==> config.mk <==
export PLATFORM = sky130hd
export DESIGN_NAME = rate_timer
export DESIGN_NICKNAME = d
export VERILOG_FILES = /design/src/rtl/rate_timer_pkg.sv /design/src/rtl/rate_timer.sv
export SDC_FILE = /design/constraint.sdc
export NUM_CORES = 1
export LEC_CHECK = 0
export BUFFER_PORTS_ARGS = -buffer_cell sky130_fd_sc_hd__buf_4
export CELL_PAD_IN_SITES_DETAIL_PLACEMENT = 1
export CELL_PAD_IN_SITES_GLOBAL_PLACEMENT = 1
export CORE_MARGIN = 5
export CORE_UTILIZATION = 46
export DETAILED_ROUTE_END_ITERATION = 6
export PLACE_DENSITY_LB_ADDON = 0.05
export SLEW_MARGIN = 0
export SYNTH_ARGS = -nofsm -noshare
export SYNTH_HDL_FRONTEND = slang
export SYNTH_SLANG_ARGS = --single-unit
export TNS_END_PERCENT = 30
==> constraint.sdc <==
create_clock -name clock -period 2.4 [get_ports clock]
set_input_delay 0.48 -clock clock [delete_from_list [all_inputs] [get_ports clock]]
set_output_delay 0.48 -clock clock [all_outputs]
set_load 0.05 [all_outputs]
==> src/rtl/rate_timer_pkg.sv <==
// Shared defaults for the rate timer: counter width, the four selectable periods
// and the rate-select encoding. The top level and the bench override them here.
package rate_timer_pkg;

    localparam int          NB_COUNTER_DEF = 32;
    localparam int unsigned R0_DEF         = 2 ** 23;
    localparam int unsigned R1_DEF         = 2 ** 24;
    localparam int unsigned R2_DEF         = 2 ** 25;
    localparam int unsigned R3_DEF         = 2 ** 26;

    typedef enum logic [1:0] {
        SEL_R0 = 2'd0,
        SEL_R1 = 2'd1,
        SEL_R2 = 2'd2,
        SEL_R3 = 2'd3
    } rate_sel_e;

endpackage

==> src/rtl/rate_timer.sv <==
// Programmable-period strobe generator: a counter runs against one of four
// switch-selected periods and emits a registered one-cycle o_valid per period.
module rate_timer
    import rate_timer_pkg::*;
#(
    parameter int                    NB_COUNTER = NB_COUNTER_DEF,
    parameter logic [NB_COUNTER-1:0] R0         = NB_COUNTER'(R0_DEF),
    parameter logic [NB_COUNTER-1:0] R1         = NB_COUNTER'(R1_DEF),
    parameter logic [NB_COUNTER-1:0] R2         = NB_COUNTER'(R2_DEF),
    parameter logic [NB_COUNTER-1:0] R3         = NB_COUNTER'(R3_DEF)
) (
    input  logic       clock,
    input  logic       i_reset,
    input  logic       i_enable,
    input  logic [1:0] i_sel,
    output logic       o_valid
);

    localparam logic [NB_COUNTER-1:0] ONE = NB_COUNTER'(1);

    // Terminal count is period-1: the strobe lands on the period-th counting edge.
    localparam logic [NB_COUNTER-1:0] T0 = R0 - ONE;
    localparam logic [NB_COUNTER-1:0] T1 = R1 - ONE;
    localparam logic [NB_COUNTER-1:0] T2 = R2 - ONE;
    localparam logic [NB_COUNTER-1:0] T3 = R3 - ONE;

    logic [NB_COUNTER-1:0] r_cnt;
    rate_sel_e             r_sel_q;
    logic                  r_valid_q;
    logic [NB_COUNTER-1:0] w_terminal;

    always_comb begin
        // NOTE: assigning a default before the case keeps this purely combinational (no latch).
        w_terminal = T0;
        case (r_sel_q)
            SEL_R0:  w_terminal = T0;
            SEL_R1:  w_terminal = T1;
            SEL_R2:  w_terminal = T2;
            SEL_R3:  w_terminal = T3;
            default: w_terminal = T0;
        endcase
    end

    // NOTE: sequential state uses non-blocking assignments so every register samples pre-edge values.
    always_ff @(posedge clock) begin
        if (i_reset) begin
            r_cnt     <= '0;
            r_sel_q   <= SEL_R0;
            r_valid_q <= 1'b0;
        end else if (i_sel != r_sel_q) begin
            // A rate change restarts the period and swallows any strobe due on this edge.
            r_sel_q   <= rate_sel_e'(i_sel);
            r_cnt     <= '0;
            r_valid_q <= 1'b0;
        end else if (!i_enable) begin
            r_valid_q <= 1'b0;
        end else if (r_cnt >= w_terminal) begin
            // >= rather than == so an out-of-range count still recovers.
            r_cnt     <= '0;
            r_valid_q <= 1'b1;
        end else begin
            r_cnt     <= r_cnt + ONE;
            r_valid_q <= 1'b0;
        end
    end

    assign o_valid = r_valid_q;

endmodule

==> flow_summary.toml <==
[outcome]
status = "completed"

[worst_hold_path]
min_from = "i_reset"
holdPathStages = 2
hold_class = "in -> reg"
holdPathEnd = "r_sel_q[0]"

[placement]
place_worst_setup_slack_ns = 0.3106
dpl_cell_area_um2 = 1814
gp_routability_congestion = 0.7495
port_buffers = 5
dpl.cell_count = 252
hpwl_mm = 2.912

[synthesis]
yosysUniqueCellTypes = 34
synth_edf_count = 0
synth_compound_area_frac = 0.03372
synth_fa_ha_area_frac = 0.02933
yosys.area_share.simple = 0.3431
synth_fp_nets = 209
synth_top_family_by_area = "simple AND/OR/NAND/NOR gates"
yosysMostFrequentCell = "nor2_1"
syn_inst = 200
syn-cell-area_um2 = 1707
synthMuxAreaShare = 0.005865
ys.flop_type = "dfxtp_1"
seq_area_frac_synth = 0.4106
synthXorXnorAreaFrac = 0.1591
ys_ff_latch = 35
yosysTopAreaCellShare = 0.4106
avgSynthCellArea_um2 = 8.533
ys_warn_count = 0
synth-async-reset-ratio = 0
synth_common_cells = "40 x nor2_1, 35 x dfxtp_1, 24 x xor2_1, 18 x nand3_1, 15 x nand2_1"
synth_area_leaders = "dfxtp_1 41%, xor2_1 12%, nor2_1 8.8%"
synth_top_area_cell = "dfxtp_1"

[clock_tree]
cts_max_level = 2
cts_tree = "built"
clkTransAtPathRegs_ns = 0.07
postCtsHoldBufs = 0
clockBufferDepth = 2
insertion_delay_ns = 0.29
cts.sinks = 35
cts_root_buf = "clkbuf_8"
cts_resized = 0
postCtsSetupBuffers = 0
cts_inserted_buffers = 5

[timing]
finalSetupViolCount = 0
setup_ws_ns = 0.2163
fmax_mhz = 457.9
maxSlewHeadroom = 0.6271
fin_setup_tns_ns = 0
timing.final.max_slew_violations = 0
rsz0062_at_grt = "no"
worstMarginPinSlew_ns = 0.5542
fin_skew_ns = 0.004890
min_period_ns = 2.184
fin_crit_sh = 0.9099
finalHoldViolations = 0

[worst_setup_path]
arrival_ns = 2.39
reg2reg_to = "r_cnt[26]"
r2r_cells = 6
r2r_slack_ns = 0.22
worstSetupPathType = "reg -> reg"
worstPathMaxFanout = 5
start_kind = "flip-flop"
crit_path_end_kind = "flip-flop"
crit_required_ns = 2.61
r2r_start = "r_cnt[0]"

[global_route]
grt_use_total = 0.1809
grt-ovfl-total = 0
grt_max_degree = 31
grt_pass1_wl_mm = 7.176
antenna_found_initial = 0
grt_pass1_vias = 1502

[run]
maxCapViolCount = 0

[detailed_routing]
ant_nets = 0
vias = 1409
drtIter0Drc = 50
drt_drc_violations_left = 0
viasPerCell = 5.419
drt-total-wl_mm = 4.022
firstDrtPassIters = 4
wl_per_cell_um = 15.47

[die]
die_h_um = 70.91
die_area_um2 = 5028
initial_core_util = 0.4697
std_cell_rows = 22
ios = 6
die_w_um = 70.91
core-area_um2 = 3633

[finish]
final_cells = 260
n_fill_cell = 448
final_area_um2 = 1932
layout-drive-gt1-share = 0.1179
antennaDiodeCount = 0
area_delta_synth_final_pct = 13.20
final_net_count = 220

[pwr]
pwr_density_cell_nw_per_um2 = 611.2
p_leak_uw = 0.0006788
p_total_uw = 1181
peakVddDrop_uv = 364.9
-- per-stage QoR --
step,hold WS (ns),util
after detailed placement,0.5327,0.4993
after global routing,0.3527,0.5317
after floorplan,0.4644,-
after CTS,0.3488,0.5317
final,0.3568,0.5317
after global placement,0.5083,0.4993
-- final cells by class --
| cell class | instances | area (um2) | share of cell area |
|---|---|---|---|
| Multi-Input combinational cell | 157 | 974.7 | 0.5045 |
| Tap cell | 48 | 60.06 | 0.03109 |
| Timing Repair Buffer | 9 | 67.56 | 0.03497 |
| Clock inverter | 2 | 35.03 | 0.01813 |
| Inverter | 3 | 11.26 | 0.005829 |
| Sequential cell | 35 | 700.7 | 0.3627 |
| Clock buffer | 6 | 82.58 | 0.04275 |
-- how the worst max path moves through the flow --
stage,from,end,cells past startpoint
after CTS,r_cnt[0],r_cnt[26],6
after global routing,r_cnt[0],r_cnt[26],6
after global placement,r_cnt[0],r_cnt[24],6
after detailed placement,r_cnt[0],r_cnt[26],6
final,r_cnt[0],r_cnt[26],6
after floorplan,r_cnt[0],r_cnt[20],6
-- flip-flops by register name, indices dropped and copies added, names as in the netlist --
name	cells
r_sel_q	2
r_cnt	32
o_valid	1
-- cells by family (layout without fill, tap and decap cells) --
| logic type | Yosys count | in the layout |
|---|---|---|
| simple gates | 112 | 112 |
| xor+xnor | 31 | 31 |
| flops | 35 | 35 |
| compound gates | 9 | 9 |
| mux | 1 | 1 |
| buf+inv | 8 | 20 |
| fa+ha+maj | 4 | 4 |
-- power breakdown --
part	switching (uW)	internal, uW
sequential	3.48	583
combinational	23.7	15.3
clock	219	336
total	246	934
-- cells in the final DEF (no fill, tap or decap), types with 5 or more instances in the layout --
cell type | netlist | layout
nand4_1 | 11 | 11
xnor2_1 | 7 | 7
nand3_1 | 18 | 18
nand2_1 | 15 | 15
xor2_1 | 24 | 24
nor4_1 | 5 | 5
and3_1 | 5 | 5
nor2_1 | 40 | 40
buf_4 | 0 | 9
clkbuf_8 | 0 | 6
dfxtp_1 | 35 | 35
-- critical path, cell delays in order (launching register included) --
cell     delay (ns)
dfxtp_1        0.42
ha_1           0.27
nand4_2        0.19
nor3_2         0.41
nand2_2        0.10
or4_1          0.49
a21oi_1        0.21
-- per-layer routing --
metal	up-vias	global-route usage	routed length, um
li1	711	-	-
met1	680	0.2179	1821
met2	10	0.3059	2021
met3	8	0.05682	102
met4	0	0.05846	77
met5	-	0	0
No activity file was read; power rests on OpenSTA's default activity.
